## src/rtl/mem_arbiter_pkg.sv

```systemverilog
// Shared types and limits for the fetch/data memory arbiter.
// Counter width is sized to hold the largest supported read latency.
package mem_arbiter_pkg;

    localparam int unsigned LAT_MAX = 4;
    localparam int unsigned CNT_W   = $clog2(LAT_MAX + 1);

    typedef enum logic [1:0] {
        IDLE,
        READ_WAIT,
        WRITE
    } state_e;

    typedef enum logic {
        FETCH,
        DATA
    } grant_e;

endpackage

```

## src/rtl/mem_arbiter_lat.sv

```systemverilog
// Read-latency down-counter: loaded with the latency on a read grant, decremented while waiting.
// zero flags the cycle whose decrement reaches zero, i.e. the read completion cycle.
module lat_counter
    import mem_arbiter_pkg::*;
(
    input  logic             clk,
    input  logic             rst,
    input  logic             load,
    input  logic             dec,
    input  logic [CNT_W-1:0] load_val,
    output logic             zero
);

    logic [CNT_W-1:0] count_q;

    always_ff @(posedge clk) begin
        if (!rst) begin
            count_q <= '0;
        end else if (load) begin
            count_q <= load_val;
        end else if (dec && (count_q != '0)) begin
            count_q <= count_q - CNT_W'(1);
        end
    end

    assign zero = dec && (count_q == CNT_W'(1));

endmodule

```

## src/rtl/mem_arbiter.sv

```systemverilog
// Round-robin arbiter between instruction fetch and data ports onto one single-port memory.
// Grants are taken in IDLE and in the completion cycle of an access for back-to-back service.
module mem_arbiter
    import mem_arbiter_pkg::*;
#(
    parameter int unsigned LAT = 1,
    parameter int unsigned AW  = 32
) (
    input  logic          clk,
    input  logic          rst,
    input  logic          if_req,
    input  logic [AW-1:0] if_addr,
    output logic [31:0]   if_rdata,
    output logic          if_valid,
    input  logic          d_req,
    input  logic          d_we,
    input  logic [AW-1:0] d_addr,
    input  logic [31:0]   d_wdata,
    output logic [31:0]   d_rdata,
    output logic          d_valid,
    output logic [AW-1:0] mem_addr,
    output logic [31:0]   mem_wdata,
    output logic          mem_we,
    input  logic [31:0]   mem_rdata,
    output logic          stall
);

    state_e state_q;
    grant_e last_grant_q;
    grant_e winner;
    logic   cnt_load, cnt_dec, cnt_zero;
    logic   completing, arb_point, if_elig, d_elig, grant;

    lat_counter u_lat_counter (
        .clk      (clk),
        .rst      (rst),
        .load     (cnt_load),
        .dec      (cnt_dec),
        .load_val (CNT_W'(LAT)),
        .zero     (cnt_zero)
    );

    // A requester that is completing, or whose valid is showing, still holds a stale req.
    always_comb begin
        cnt_dec    = (state_q == READ_WAIT);
        completing = cnt_zero || (state_q == WRITE);
        arb_point  = (state_q == IDLE) || completing;
        if_elig    = if_req && !if_valid && !(completing && (last_grant_q == FETCH));
        d_elig     = d_req && !d_valid && !(completing && (last_grant_q == DATA));
        grant      = arb_point && (if_elig || d_elig);
        if (if_elig && d_elig) begin
            winner = (last_grant_q == FETCH) ? DATA : FETCH;
        end else begin
            winner = if_elig ? FETCH : DATA;
        end
        cnt_load = grant && ((winner == FETCH) || !d_we);
    end

    assign stall = (if_req && !if_valid) || (d_req && !d_valid);

    always_ff @(posedge clk) begin
        if (!rst) begin
            state_q      <= IDLE;
            last_grant_q <= FETCH;
            mem_addr     <= '0;
            mem_wdata    <= '0;
            mem_we       <= 1'b0;
            if_rdata     <= '0;
            d_rdata      <= '0;
            if_valid     <= 1'b0;
            d_valid      <= 1'b0;
        end else begin
            if_valid <= 1'b0;
            d_valid  <= 1'b0;
            mem_we   <= 1'b0;
            if (cnt_zero) begin
                if (last_grant_q == FETCH) begin
                    if_rdata <= mem_rdata;
                    if_valid <= 1'b1;
                end else begin
                    d_rdata <= mem_rdata;
                    d_valid <= 1'b1;
                end
            end
            if (state_q == WRITE) begin
                d_valid <= 1'b1;
            end
            if (grant) begin
                last_grant_q <= winner;
                mem_addr     <= (winner == FETCH) ? if_addr : d_addr;
                if ((winner == DATA) && d_we) begin
                    state_q   <= WRITE;
                    mem_we    <= 1'b1;
                    mem_wdata <= d_wdata;
                end else begin
                    state_q <= READ_WAIT;
                end
            end else if (completing) begin
                state_q <= IDLE;
            end
        end
    end

endmodule

```

## config.mk

```make
export PLATFORM = sky130hd
export DESIGN_NAME = mem_arbiter
export DESIGN_NICKNAME = d
export VERILOG_FILES = /design/src/rtl/mem_arbiter_pkg.sv /design/src/rtl/mem_arbiter_lat.sv /design/src/rtl/mem_arbiter.sv
export SDC_FILE = /design/constraint.sdc
export NUM_CORES = 1
export LEC_CHECK = 0
export CORE_MARGIN = 2
export CORE_UTILIZATION = 38
export CTS_CLUSTER_DIAMETER = 50
export CTS_CLUSTER_SIZE = 25
export DETAILED_ROUTE_END_ITERATION = 8
export PLACE_DENSITY = 0.74
export SYNTH_ARGS = -nofsm -noshare
export SYNTH_HDL_FRONTEND = slang
export SYNTH_SLANG_ARGS = --single-unit
```

## constraint.sdc

```tcl
create_clock -name clk -period 2.3 [get_ports clk]
set_input_delay 0.345 -clock clk [delete_from_list [all_inputs] [get_ports clk]]
set_output_delay 0.345 -clock clk [all_outputs]
set_load 0.05 [all_outputs]
```

==> flow_summary.html, run 1 <==
<table>
<tr><th>Metric</th><th>Value</th></tr>
<tr><th colspan="2">Outcome</th></tr>
<tr><td>Result of the run</td><td>finished clean</td></tr>
<tr><th colspan="2">Routing</th></tr>
<tr><td>Post-detailed-route DRC marker count</td><td>0</td></tr>
<tr><td>Number of iterations in the first detailed-routing pass</td><td>4</td></tr>
<tr><td>Count of antenna-violating nets left after detailed routing</td><td>0</td></tr>
<tr><td>Post-Route WL</td><td>17.07 mm</td></tr>
<tr><td>Iteration-0 DRC count of the detailed router</td><td>239</td></tr>
<tr><td>DR vias/cell</td><td>4.921</td></tr>
<tr><td>Wirelength per Cell</td><td>15.33 µm</td></tr>
<tr><td>Via Count</td><td>5477</td></tr>
<tr><th colspan="2">Floorplanning</th></tr>
<tr><td>Die W</td><td>127.7 µm</td></tr>
<tr><td>Num rows</td><td>45</td></tr>
<tr><td>Core region area</td><td>0.01509 mm²</td></tr>
<tr><td>Number of primary I/O pins</td><td>265</td></tr>
<tr><td>Die Y</td><td>127.7 µm</td></tr>
<tr><td>Starting Density</td><td>0.3852</td></tr>
<tr><td>Die area</td><td>0.01630 mm²</td></tr>
<tr><th colspan="2">Logic synthesis</th></tr>
<tr><td>Summed instance area of the synthesized netlist</td><td>0.005812 mm²</td></tr>
<tr><td>Sequential element share of the synthesized area</td><td>0.4719</td></tr>
<tr><td>Synth cell types</td><td>40</td></tr>
<tr><td>Number of synthesized flops with an enable pin</td><td>0</td></tr>
<tr><td>Portion of synthesized cell area occupied by the leading cell type</td><td>0.4719</td></tr>
<tr><td>Syn_nets</td><td>799</td></tr>
<tr><td>Average cell area after synthesis</td><td>8.766 µm²</td></tr>
<tr><td>Yosys synthesis warning count</td><td>0</td></tr>
<tr><td>Dominant cell type by area after synthesis</td><td>dfxtp_1</td></tr>
<tr><td>#FFs+latches synth</td><td>137</td></tr>
<tr><td>Proportion of synthesized flip-flops having asynchronous set or reset</td><td>0</td></tr>
<tr><td>Cell types occupying the most area after synthesis</td><td>dfxtp_1, nand2_1, a21boi_0</td></tr>
<tr><td>Cells after synthesis</td><td>663</td></tr>
<tr><td>Top FF cell, synth</td><td>dfxtp_1</td></tr>
<tr><th colspan="2">STA</th></tr>
<tr><td>Worst-margin pin slew</td><td>572.6 ps</td></tr>
<tr><td>Final count of pins violating max slew</td><td>0</td></tr>
<tr><td>Hold Fails Final Rpt</td><td>0</td></tr>
<tr><td>Worst hold slack</td><td>452.5 ps</td></tr>
<tr><td>Worst slew margin</td><td>0.6174</td></tr>
<tr><td>Highest attainable clock frequency</td><td>512.5 MHz</td></tr>
<tr><td>Final-report setup violation count</td><td>0</td></tr>
<tr><td>RSZ-0062 raised after global routing</td><td>false</td></tr>
<tr><td>Clock Skews</td><td>11.37 ps</td></tr>
<tr><td>Final worst-path cycle share</td><td>0.8483</td></tr>
<tr><td>Min Clock Period, post-route</td><td>1951 ps</td></tr>
<tr><td>Setup TNS after final layout</td><td>0 ps</td></tr>
<tr><th colspan="2">GRT</th></tr>
<tr><td>Global-route wire length before repair</td><td>26.95 mm</td></tr>
<tr><td>Number of antenna violations at the first check in global routing</td><td>0</td></tr>
<tr><td>Aggregate global-route resource usage</td><td>0.2077</td></tr>
<tr><td>Via count of the first global-routing pass</td><td>5379</td></tr>
<tr><td>Largest net degree at the start of global routing</td><td>61</td></tr>
<tr><td>Remaining global-route overflow</td><td>0</td></tr>
<tr><th colspan="2">Power</th></tr>
<tr><td>Leakage power</td><td>0.003354 µW</td></tr>
<tr><td>Power density over the cells</td><td>821.4 mW/mm²</td></tr>
<tr><td>Worst-case vdd ir drop</td><td>0.0006990 V</td></tr>
<tr><th colspan="2">CTS</th></tr>
<tr><td>Total CTS buffers</td><td>17</td></tr>
<tr><td>Count of H-tree levels built during CTS</td><td>4</td></tr>
<tr><td>Root Driver</td><td>clkbuf_16</td></tr>
<tr><td>CTS resizes</td><td>0</td></tr>
<tr><td>Clock-pin slew on the worst setup and hold paths</td><td>60 ps</td></tr>
<tr><td>Clock tree from TritonCTS</td><td>done</td></tr>
<tr><td>CTS sink cnt</td><td>137</td></tr>
<tr><td>Clk_lat worst skew</td><td>420 ps</td></tr>
<tr><td>Hold-fix buffer count after cts</td><td>0</td></tr>
<tr><td>Clock Path Buffers</td><td>2</td></tr>
<tr><td>Post CTS Setup Buffer Count</td><td>0</td></tr>
<tr><th colspan="2">Critical path</th></tr>
<tr><td>Worst Path Class, Setup</td><td>reg -&gt; out</td></tr>
<tr><td>CP Launch Type</td><td>register</td></tr>
<tr><td>Worst path cell trace</td><td>clkdlybuf4s50_1</td></tr>
<tr><td>Required time of the critical path</td><td>1960 ps</td></tr>
<tr><td>Peak per-stage delay on the critical path</td><td>850 ps</td></tr>
<tr><td>Worst Path Max Fanout</td><td>3</td></tr>
<tr><td>Category of cells accounting for the largest share of critical-path delay</td><td>buffers and inverters</td></tr>
<tr><td>Crit path capture type</td><td>primary output</td></tr>
<tr><td>Critical Path Slowest Stage Cell</td><td>clkdlybuf4s50_1</td></tr>
<tr><td>Critical path data arrival time</td><td>1610 ps</td></tr>
<tr><td>Buffer and inverter count on the worst path</td><td>1</td></tr>
<tr><th colspan="2">Place</th></tr>
<tr><td>Routability congestion estimate from global placement</td><td>0.7891</td></tr>
<tr><td>HPWL after detailed placement</td><td>11.80 mm</td></tr>
<tr><td>Port-buffer cells</td><td>264</td></tr>
<tr><td>Placed cell areas</td><td>0.008646 mm²</td></tr>
<tr><th colspan="2">Hold path</th></tr>
<tr><td>Path type of the worst min-delay path</td><td>reg -&gt; reg</td></tr>
<tr><th colspan="2">Flow run</th></tr>
<tr><td>Max-cap violations</td><td>0</td></tr>
<tr><th colspan="2">Layout</th></tr>
<tr><td>Total Nets Final</td><td>1048</td></tr>
<tr><td>Area delta synth-&gt;final</td><td>59.42%</td></tr>
<tr><td>Antenna diodes</td><td>0</td></tr>
<tr><td>Post-route cell area</td><td>0.009265 mm²</td></tr>
<tr><td>Layout cell share with drive strength beyond 1</td><td>0.09946</td></tr>
</table>
[per-stage QoR]
step | utilization | worst slack (ps) | power (µW) | cells
after floorplan | - | 333.4 | 4024 | 663
after global placement | 0.5730 | 291.2 | 4792 | 1081
after detailed placement | 0.5730 | 214.0 | 4817 | 1081
after CTS | 0.6140 | 326.6 | 7679 | 1113
after global routing | 0.6140 | 232.2 | 7920 | 1113
final | 0.6140 | 348.9 | 7610 | 1113
[cell type report]
type                       instances  area [µm²]
tap                              188       235.2
sequential                       137        2743
fill                            1324        5824
clock inverter                    13       166.4
timing repair buffer             283        2855
multi-input combinational        436        2674
inverter                          37       138.9
clock buffer                      19       452.9
[where the power goes]
group          switching (µW)  internal, µW
Sequential                108          2580
Combinational            1260           815
Clock                    1080          1770
Total                    2450          5160
[cell families after synthesis]
logic type / share of synthesized area
AO/OA/AOI/OAI: 0.2614
XOR/XNOR: 0.001507
adder cells (fa/ha/maj): 0.006459
buffers and inverters: 0.07169
flip-flops: 0.4719
AND/OR/NAND/NOR: 0.1871
[final timing paths]
path / start / endpoint / slack [ps] / cells after the start
max: d_valid$_SDFF_PN0_ / d_valid / 350 / 1
min: if_rdata[19]$_SDFFE_PN0P_ / if_rdata[19]$_SDFFE_PN0P_ / 450 / 2
max reg2reg: u_lat_counter.count_q[0]$_SDFFE_PN0P_ / mem_addr[29]$_SDFFE_PN0N_ / 360 / 6
min reg2reg: if_rdata[19]$_SDFFE_PN0P_ / if_rdata[19]$_SDFFE_PN0P_ / 450 / 2
[placed cells by master, fill, tap and decap left out, types with 3 or more instances in the layout]
| master | n |
|---|---|
| dfxtp_1 | 137 |
| nand3_1 | 33 |
| clkdlybuf4s50_1 | 262 |
| a21boi_1 | 28 |
| clkinvlp_4 | 3 |
| nor2b_1 | 3 |
| ha_1 | 3 |
| clkbuf_16 | 17 |
| inv_6 | 3 |
| nand2b_1 | 4 |
| nor2_1 | 35 |
| a21oi_1 | 4 |
| a221oi_2 | 30 |
| buf_4 | 15 |
| inv_1 | 37 |
| buf_12 | 6 |
| nand2_1 | 163 |
| and3_1 | 4 |
| a21boi_0 | 70 |
| o21ai_0 | 34 |
| bufinv_16 | 3 |
[registers in the layout (all words and copies together), names as in the netlist]
register and cells:
d_rdata 32, if_rdata 32, mem_addr 32, mem_wdata 32, u_lat_counter.count_q 3, state_q 2
d_valid 1, if_valid 1, last_grant_q 1, mem_we 1
[cells in the mapped netlist, types with 2 or more instances]
| cell type | instances |
|---|---|
| inv_1 | 37 |
| a21boi_0 | 70 |
| a221oi_1 | 2 |
| dfxtp_1 | 137 |
| nor2_1 | 37 |
| a21oi_1 | 4 |
| buf_1 | 3 |
| o21ai_0 | 34 |
| buf_6 | 5 |
| a221oi_2 | 30 |
| nor3b_1 | 2 |
| nand3_1 | 33 |
| nand2b_1 | 4 |
| and3_1 | 4 |
| a21boi_1 | 28 |
| nor2b_1 | 3 |
| nand2_1 | 163 |
| clkbuf_1 | 24 |
| buf_2 | 15 |
| ha_1 | 3 |
| buf_4 | 6 |
[metal layers]
| layer | up-vias | track usage | share of wire |
|---|---|---|---|
| met5 | - | 0 | 0 |
| met4 | 0 | 0.05882 | 0.016 |
| met3 | 20 | 0.07471 | 0.067 |
| met2 | 170 | 0.3551 | 0.49 |
| met1 | 2561 | 0.2461 | 0.42 |
| li1 | 2726 | - | - |
Power figures use the tool's default switching activity.
==> run 2: changes to the inputs <==
Clock period 2.3 ns to 2 ns, I/O delays scaled along.
==> flow_summary.html, run 2 (synthesis gave the netlist of run 1 again) <==
<table>
<tr><th>Metric</th><th>Value</th></tr>
<tr><th colspan="2">CTS</th></tr>
<tr><td>Clk_lat worst skew</td><td>410 ps (about the same)</td></tr>
<tr><td>CTS sink cnt</td><td>137 (unchanged)</td></tr>
<tr><td>Hold-fix buffer count after cts</td><td>0 (unchanged)</td></tr>
<tr><td>Clock-pin slew on the worst setup and hold paths</td><td>60 ps (about the same)</td></tr>
<tr><td>CTS resizes</td><td>0 (unchanged)</td></tr>
<tr><td>Clock tree from TritonCTS</td><td>done</td></tr>
<tr><td>Root Driver</td><td>clkbuf_16</td></tr>
<tr><td>Post CTS Setup Buffer Count</td><td>0 (unchanged)</td></tr>
<tr><td>Count of H-tree levels built during CTS</td><td>4 (unchanged)</td></tr>
<tr><td>Clock Path Buffers</td><td>2 (unchanged)</td></tr>
<tr><td>Total CTS buffers</td><td>17 (unchanged)</td></tr>
<tr><th colspan="2">Critical path</th></tr>
<tr><td>Required time of the critical path</td><td>1700 ps (-260 ps)</td></tr>
<tr><td>CP Launch Type</td><td>register</td></tr>
<tr><td>Crit path capture type</td><td>primary output</td></tr>
<tr><td>Worst Path Class, Setup</td><td>reg -&gt; out</td></tr>
<tr><td>Critical Path Slowest Stage Cell</td><td>clkdlybuf4s50_1</td></tr>
<tr><td>Peak per-stage delay on the critical path</td><td>850 ps (about the same)</td></tr>
<tr><td>Worst Path Max Fanout</td><td>3 (unchanged)</td></tr>
<tr><td>Worst-case register-to-register setup slack</td><td>190 ps (-170 ps)</td></tr>
<tr><td>Critical path data arrival time</td><td>1600 ps (about the same)</td></tr>
<tr><td>Buffer and inverter count on the worst path</td><td>1 (unchanged)</td></tr>
<tr><td>Worst path cell trace</td><td>clkdlybuf4s50_1</td></tr>
<tr><td>Category of cells accounting for the largest share of critical-path delay</td><td>buffers and inverters</td></tr>
<tr><th colspan="2">Routing</th></tr>
<tr><td>DR vias/cell</td><td>4.819 (-2.1%)</td></tr>
<tr><td>Wirelength per Cell</td><td>14.84 µm (-3.2%)</td></tr>
<tr><td>Post-detailed-route DRC marker count</td><td>0 (unchanged)</td></tr>
<tr><td>Post-Route WL</td><td>16.67 mm (-2.3%)</td></tr>
<tr><td>Count of antenna-violating nets left after detailed routing</td><td>0 (unchanged)</td></tr>
<tr><td>Number of iterations in the first detailed-routing pass</td><td>6 (+2)</td></tr>
<tr><td>Iteration-0 DRC count of the detailed router</td><td>228 (-4.6%)</td></tr>
<tr><td>Via Count</td><td>5412 (-1.2%)</td></tr>
<tr><th colspan="2">Place</th></tr>
<tr><td>Worst-case setup slack after placement</td><td>9.812 ps (-204.2 ps)</td></tr>
<tr><td>Port-buffer cells</td><td>264 (unchanged)</td></tr>
<tr><td>HPWL after detailed placement</td><td>11.66 mm (-1.1%)</td></tr>
<tr><td>Placed cell areas</td><td>0.008746 mm² (+1.2%)</td></tr>
<tr><td>Routability congestion estimate from global placement</td><td>0.7980 (+1.1%)</td></tr>
<tr><th colspan="2">STA</th></tr>
<tr><td>Setup TNS after final layout</td><td>0 ps (unchanged)</td></tr>
<tr><td>RSZ-0062 raised after global routing</td><td>false</td></tr>
<tr><td>Final count of pins violating max slew</td><td>0 (unchanged)</td></tr>
<tr><td>Worst setup slack after layout</td><td>101.7 ps (-247.2 ps)</td></tr>
<tr><td>Worst slew margin</td><td>0.4241 (-0.1933)</td></tr>
<tr><td>Hold Fails Final Rpt</td><td>0 (unchanged)</td></tr>
<tr><td>Clock Skews</td><td>9.086 ps (-2.286 ps)</td></tr>
<tr><td>Worst-margin pin slew</td><td>862.9 ps (+290.3 ps)</td></tr>
<tr><td>Min Clock Period, post-route</td><td>1898 ps</td></tr>
<tr><td>Final-report setup violation count</td><td>0 (unchanged)</td></tr>
<tr><td>Final worst-path cycle share</td><td>0.9492</td></tr>
<tr><td>Highest attainable clock frequency</td><td>526.8 MHz</td></tr>
<tr><th colspan="2">GRT</th></tr>
<tr><td>Number of antenna violations at the first check in global routing</td><td>0 (unchanged)</td></tr>
<tr><td>Global-route wire length before repair</td><td>26.54 mm (-1.5%)</td></tr>
<tr><td>Largest net degree at the start of global routing</td><td>42 (-31%)</td></tr>
<tr><td>Remaining global-route overflow</td><td>0 (unchanged)</td></tr>
<tr><td>Via count of the first global-routing pass</td><td>5300 (-1.5%)</td></tr>
<tr><td>Aggregate global-route resource usage</td><td>0.2048 (-0.002891)</td></tr>
<tr><th colspan="2">Layout</th></tr>
<tr><td>Sequential Area</td><td>0.002743 mm² (unchanged)</td></tr>
<tr><td>Post-route cell area</td><td>0.009361 mm² (+1.0%)</td></tr>
<tr><td>Total Nets Final</td><td>1058 (+0.95%)</td></tr>
<tr><td>Commonest cells after routing, fill and taps aside</td><td>clkdlybuf4s50_1, nand2_1, dfxtp_1</td></tr>
<tr><td>Area delta synth-&gt;final</td><td>61.08%</td></tr>
<tr><td>Fillers</td><td>1321 (-0.23%)</td></tr>
<tr><td>Area occupied by multi-input gates</td><td>0.002674 mm² (unchanged)</td></tr>
<tr><td>Layout cell share with drive strength beyond 1</td><td>0.1070 (+0.007492)</td></tr>
<tr><td>Most frequent standard cell in the layout excluding fill and tap cells</td><td>clkdlybuf4s50_1</td></tr>
<tr><td>Antenna diodes</td><td>0 (unchanged)</td></tr>
<tr><th colspan="2">Floorplanning</th></tr>
<tr><td>Number of primary I/O pins</td><td>265 (unchanged)</td></tr>
<tr><td>Num rows</td><td>45 (unchanged)</td></tr>
<tr><td>Die W</td><td>127.7 µm (unchanged)</td></tr>
<tr><td>Starting Density</td><td>0.3852 (unchanged)</td></tr>
<tr><td>Die area</td><td>0.01630 mm² (unchanged)</td></tr>
<tr><td>Die Y</td><td>127.7 µm (unchanged)</td></tr>
<tr><td>Core region area</td><td>0.01509 mm² (unchanged)</td></tr>
<tr><th colspan="2">Flow run</th></tr>
<tr><td>Max-cap violations</td><td>0 (unchanged)</td></tr>
<tr><th colspan="2">Power</th></tr>
<tr><td>Power density over the cells</td><td>933.0 mW/mm² (+14%)</td></tr>
<tr><td>Leakage power</td><td>0.003411 µW (+1.7%)</td></tr>
<tr><td>Worst-case vdd ir drop</td><td>0.0005742 V (-18%)</td></tr>
<tr><th colspan="2">Hold path</th></tr>
<tr><td>Path type of the worst min-delay path</td><td>in -&gt; reg</td></tr>
<tr><th colspan="2">Outcome</th></tr>
<tr><td>Result of the run</td><td>finished clean</td></tr>
</table>
[run 2: routing by layer]
| metal | vias to the layer above | wire, µm | GRT usage |
|---|---|---|---|
| li1 | 2747 | - | - |
| met1 | 2496 | 7167 | 0.2463 |
| met2 | 155 | 8152 | 0.3432 |
| met3 | 14 | 1152 | 0.07429 |
| met4 | 0 | 193 | 0.06270 |
| met5 | - | 0 | 0 |
[run 2: report_power, final]
part           switching (µW)  total (µW)  internal, µW
registers                 119        3080          2960
logic                    1450        2420           968
clock network            1170        3230          2060
total                    2740        8730          6000
[run 2: cell type report]
class,instances,share of cell area
Tap cell,188,0.02513
Timing Repair Buffer,293,0.3157
Inverter,37,0.01484
Clock inverter,10,0.01510
Sequential cell,137,0.2930
Clock buffer,22,0.05065
Multi-Input combinational cell,436,0.2856
[run 2: through the flow]
| stage | util | total power (µW) | hold WS [ps] | cells |
|---|---|---|---|---|
| 2_1_floorplan | - | 4627 | 434.9 | 663 |
| 3_3_place_gp | 0.5796 | 5549 | 440.9 | 1091 |
| 3_5_place_dp | 0.5796 | 5570 | 445.4 | 1091 |
| 4_1_cts | 0.6204 | 8839 | 324.3 | 1123 |
| 5_1_grt | 0.6204 | 9123 | 328.4 | 1123 |
| 6_report | 0.6204 | 8734 | 343.0 | 1123 |
[run 2: path summary, 6_finish.rpt]
check | cells after the start | end | start
setup / recovery | 1 | d_valid | d_valid$_SDFF_PN0_
hold / removal | 2 | d_rdata[0]$_SDFFE_PN0P_ | rst
setup reg to reg | 6 | u_lat_counter.count_q[1]$_SDFFE_PP0P_ | u_lat_counter.count_q[1]$_SDFFE_PP0P_
hold reg to reg | 2 | if_rdata[13]$_SDFFE_PN0P_ | if_rdata[13]$_SDFFE_PN0P_
==> run 3: changes to the inputs <==
Settings changed: CORE_ASPECT_RATIO from default to 1.5, CORE_UTILIZATION 38 to 42, PLACE_DENSITY 0.74 to 0.81.
==> flow_summary.html, run 3 (synthesis gave the netlist of run 1 again) <==
<table>
<tr><th>Metric</th><th>Value</th></tr>
<tr><th colspan="2">Outcome</th></tr>
<tr><td>Result of the run</td><td>finished clean</td></tr>
<tr><th colspan="2">CTS</th></tr>
<tr><td>Clk_lat worst skew</td><td>410 ps (about the same)</td></tr>
<tr><td>CTS sink cnt</td><td>137 (unchanged)</td></tr>
<tr><td>Clock Path Buffers</td><td>2 (unchanged)</td></tr>
<tr><td>Clock-pin slew on the worst setup and hold paths</td><td>60 ps (about the same)</td></tr>
<tr><td>CTS resizes</td><td>0 (unchanged)</td></tr>
<tr><td>Clock tree from TritonCTS</td><td>done</td></tr>
<tr><td>Root Driver</td><td>clkbuf_16</td></tr>
<tr><td>Count of H-tree levels built during CTS</td><td>4 (unchanged)</td></tr>
<tr><td>Total CTS buffers</td><td>17 (unchanged)</td></tr>
<tr><td>Post CTS Setup Buffer Count</td><td>0 (unchanged)</td></tr>
<tr><td>Hold-fix buffer count after cts</td><td>0 (unchanged)</td></tr>
<tr><th colspan="2">Critical path</th></tr>
<tr><td>Category of cells accounting for the largest share of critical-path delay</td><td>buffers and inverters</td></tr>
<tr><td>Worst Path Class, Setup</td><td>reg -&gt; out</td></tr>
<tr><td>Worst Path Max Fanout</td><td>3 (unchanged)</td></tr>
<tr><td>Buffer and inverter count on the worst path</td><td>1 (unchanged)</td></tr>
<tr><td>Worst path cell trace</td><td>clkdlybuf4s50_1</td></tr>
<tr><td>CP Launch Type</td><td>register</td></tr>
<tr><td>Critical path data arrival time</td><td>1620 ps (+20 ps)</td></tr>
<tr><td>Worst-case register-to-register setup slack</td><td>190 ps (about the same)</td></tr>
<tr><td>Worst setup startpoint</td><td>if_valid$_SDFF_PN0_</td></tr>
<tr><td>Critical Path Slowest Stage Cell</td><td>clkdlybuf4s50_1</td></tr>
<tr><td>Peak per-stage delay on the critical path</td><td>850 ps (about the same)</td></tr>
<tr><td>Required time of the critical path</td><td>1700 ps (about the same)</td></tr>
<tr><td>Worst R2R Start</td><td>u_lat_counter.count_q[0]$_SDFFE_PN0P_</td></tr>
<tr><td>Crit path capture type</td><td>primary output</td></tr>
<tr><th colspan="2">GRT</th></tr>
<tr><td>Via count of the first global-routing pass</td><td>5574 (+5.2%)</td></tr>
<tr><td>Aggregate global-route resource usage</td><td>0.2301 (+0.02535)</td></tr>
<tr><td>Number of antenna violations at the first check in global routing</td><td>0 (unchanged)</td></tr>
<tr><td>Global-route wire length before repair</td><td>27.38 mm (+3.1%)</td></tr>
<tr><td>Remaining global-route overflow</td><td>0 (unchanged)</td></tr>
<tr><td>Largest net degree at the start of global routing</td><td>69 (+64%)</td></tr>
<tr><th colspan="2">Floorplanning</th></tr>
<tr><td>Die Y</td><td>148.1 µm (+16%)</td></tr>
<tr><td>Num rows</td><td>52 (+16%)</td></tr>
<tr><td>Core region area</td><td>0.01353 mm² (-10%)</td></tr>
<tr><td>Starting Density</td><td>0.4295 (+0.04430)</td></tr>
<tr><td>Die area</td><td>0.01481 mm² (-9.1%)</td></tr>
<tr><td>Number of primary I/O pins</td><td>265 (unchanged)</td></tr>
<tr><td>Die W</td><td>100.0 µm (-22%)</td></tr>
<tr><th colspan="2">Layout</th></tr>
<tr><td>Commonest cells after routing, fill and taps aside</td><td>clkdlybuf4s50_1, nand2_1, dfxtp_1</td></tr>
<tr><td>Layout cell share with drive strength beyond 1</td><td>0.09935 (-0.007600)</td></tr>
<tr><td>Total Nets Final</td><td>1049 (-0.85%)</td></tr>
<tr><td>Antenna diodes</td><td>0 (unchanged)</td></tr>
<tr><td>Fillers</td><td>1119 (-15%)</td></tr>
<tr><td>Area delta synth-&gt;final</td><td>60.13%</td></tr>
<tr><td>Post-route cell area</td><td>0.009306 mm² (-0.59%)</td></tr>
<tr><td>Most frequent standard cell in the layout excluding fill and tap cells</td><td>clkdlybuf4s50_1</td></tr>
<tr><th colspan="2">STA</th></tr>
<tr><td>Hold Fails Final Rpt</td><td>0 (unchanged)</td></tr>
<tr><td>Final count of pins violating max slew</td><td>0 (unchanged)</td></tr>
<tr><td>Worst setup slack after layout</td><td>81.21 ps (-20.46 ps)</td></tr>
<tr><td>Clock Skews</td><td>15.14 ps (+6.053 ps)</td></tr>
<tr><td>Worst slew margin</td><td>0.6183 (+0.1942)</td></tr>
<tr><td>Final-report setup violation count</td><td>0 (unchanged)</td></tr>
<tr><td>Highest attainable clock frequency</td><td>521.2 MHz (-1.1%)</td></tr>
<tr><td>Final worst-path cycle share</td><td>0.9594 (+0.01023)</td></tr>
<tr><td>Min Clock Period, post-route</td><td>1919 ps (+20.46 ps)</td></tr>
<tr><td>Setup TNS after final layout</td><td>0 ps (unchanged)</td></tr>
<tr><td>RSZ-0062 raised after global routing</td><td>false</td></tr>
<tr><td>Worst-margin pin slew</td><td>570.8 ps (-292.1 ps)</td></tr>
<tr><th colspan="2">Routing</th></tr>
<tr><td>Post-Route WL</td><td>17.27 mm (+3.6%)</td></tr>
<tr><td>Iteration-0 DRC count of the detailed router</td><td>165 (-28%)</td></tr>
<tr><td>Wirelength per Cell</td><td>15.87 µm (+6.9%)</td></tr>
<tr><td>Count of antenna-violating nets left after detailed routing</td><td>0 (unchanged)</td></tr>
<tr><td>Total routed wire length on the met1 layer</td><td>6.838 mm (-4.6%)</td></tr>
<tr><td>Via Count</td><td>5529 (+2.2%)</td></tr>
<tr><td>Routed wl met3</td><td>704 µm (-39%)</td></tr>
<tr><td>Detailed route wirelength on metal2</td><td>9.193 mm (+13%)</td></tr>
<tr><td>DR vias/cell</td><td>5.082 (+5.4%)</td></tr>
<tr><td>Post-detailed-route DRC marker count</td><td>0 (unchanged)</td></tr>
<tr><td>Top routing layer in use</td><td>met4</td></tr>
<tr><td>Number of iterations in the first detailed-routing pass</td><td>4 (-2)</td></tr>
<tr><th colspan="2">Power</th></tr>
<tr><td>Worst-case vdd ir drop</td><td>0.0005650 V (-1.6%)</td></tr>
<tr><td>Leakage power</td><td>0.003370 µW (-1.2%)</td></tr>
<tr><td>Comb power frac</td><td>0.283 (+0.006)</td></tr>
<tr><td>Internal cell power</td><td>5827 µW (-2.8%)</td></tr>
<tr><td>Power density over the cells</td><td>925.9 mW/mm² (-0.76%)</td></tr>
<tr><td>Relative contribution of sequential cells to total power</td><td>0.359 (+0.006)</td></tr>
<tr><td>Part of the power in the clock network</td><td>0.358 (-0.012)</td></tr>
<tr><td>Share of total power consumed by net switching</td><td>0.3238 (+0.01027)</td></tr>
<tr><td>Reported net switching power</td><td>2790 µW (+1.9%)</td></tr>
<tr><th colspan="2">Place</th></tr>
<tr><td>Placed cell areas</td><td>0.008718 mm² (-0.31%)</td></tr>
<tr><td>Port-buffer cells</td><td>264 (unchanged)</td></tr>
<tr><td>Routability congestion estimate from global placement</td><td>0.8256 (+3.5%)</td></tr>
<tr><td>HPWL after detailed placement</td><td>12.14 mm (+4.1%)</td></tr>
<tr><td>Worst-case setup slack after placement</td><td>110.5 ps (+100.7 ps)</td></tr>
<tr><th colspan="2">Flow run</th></tr>
<tr><td>Max-cap violations</td><td>0 (unchanged)</td></tr>
<tr><th colspan="2">Hold path</th></tr>
<tr><td>Launch point of the worst hold path</td><td>rst</td></tr>
<tr><td>Path type of the worst min-delay path</td><td>in -&gt; reg</td></tr>
</table>
==> run 3: final timing paths <==
check | to | cells past startpoint
worst max register to register | mem_addr[31]$_SDFFE_PN0N_ | 6
worst min register to register | if_rdata[15]$_SDFFE_PN0P_ | 2
worst max-delay path | if_valid | 1
worst min-delay path | mem_addr[14]$_SDFFE_PN0N_ | 3
==> run 3: final cells by class <==
| type | instances | area [µm²] | area share |
|---|---|---|---|
| timing repair buffer | 284 | 2960 | 0.3181 |
| sequential | 137 | 2743 | 0.2947 |
| multi-input combinational | 436 | 2674 | 0.2873 |
| clock buffer | 20 | 446.7 | 0.04800 |
| tap | 162 | 202.7 | 0.02178 |
| clock inverter | 12 | 141.4 | 0.01519 |
| inverter | 37 | 138.9 | 0.01492 |
==> run 3: layer usage <==
layer	global-route usage	up-vias
li1	-	2728
met1	0.2577	2605
met2	0.4209	167
met3	0.04417	29
met4	0.09589	0
met5	0	-
==> run 3: worst min-delay path, cell delays in order <==
cell	delay (ps)
buf_4	200
nand2_1	110
a221oi_2	50
==> run 3: metrics by stage <==
stage	hold WS (ps)	instances	power [µW]	utilization
final	311.4	1088	8617	0.6877
after global routing	312.7	1088	8953	0.6877
after CTS	299.1	1088	8707	0.6877
after detailed placement	445.4	1056	5595	0.6442
after global placement	439.9	1056	5561	0.6442
after floorplan	434.9	663	4627	-
==> run 3: power groups by stage <==
stage                     clock (µW)  sequential (µW)  combinational [µW]
after floorplan                    0             3880                 743
after global placement             0             3140                2420
after detailed placement           0             3150                2450
after CTS                       3160             3090                2450
after global routing            3260             3120                2570
final                           3080             3090                2440
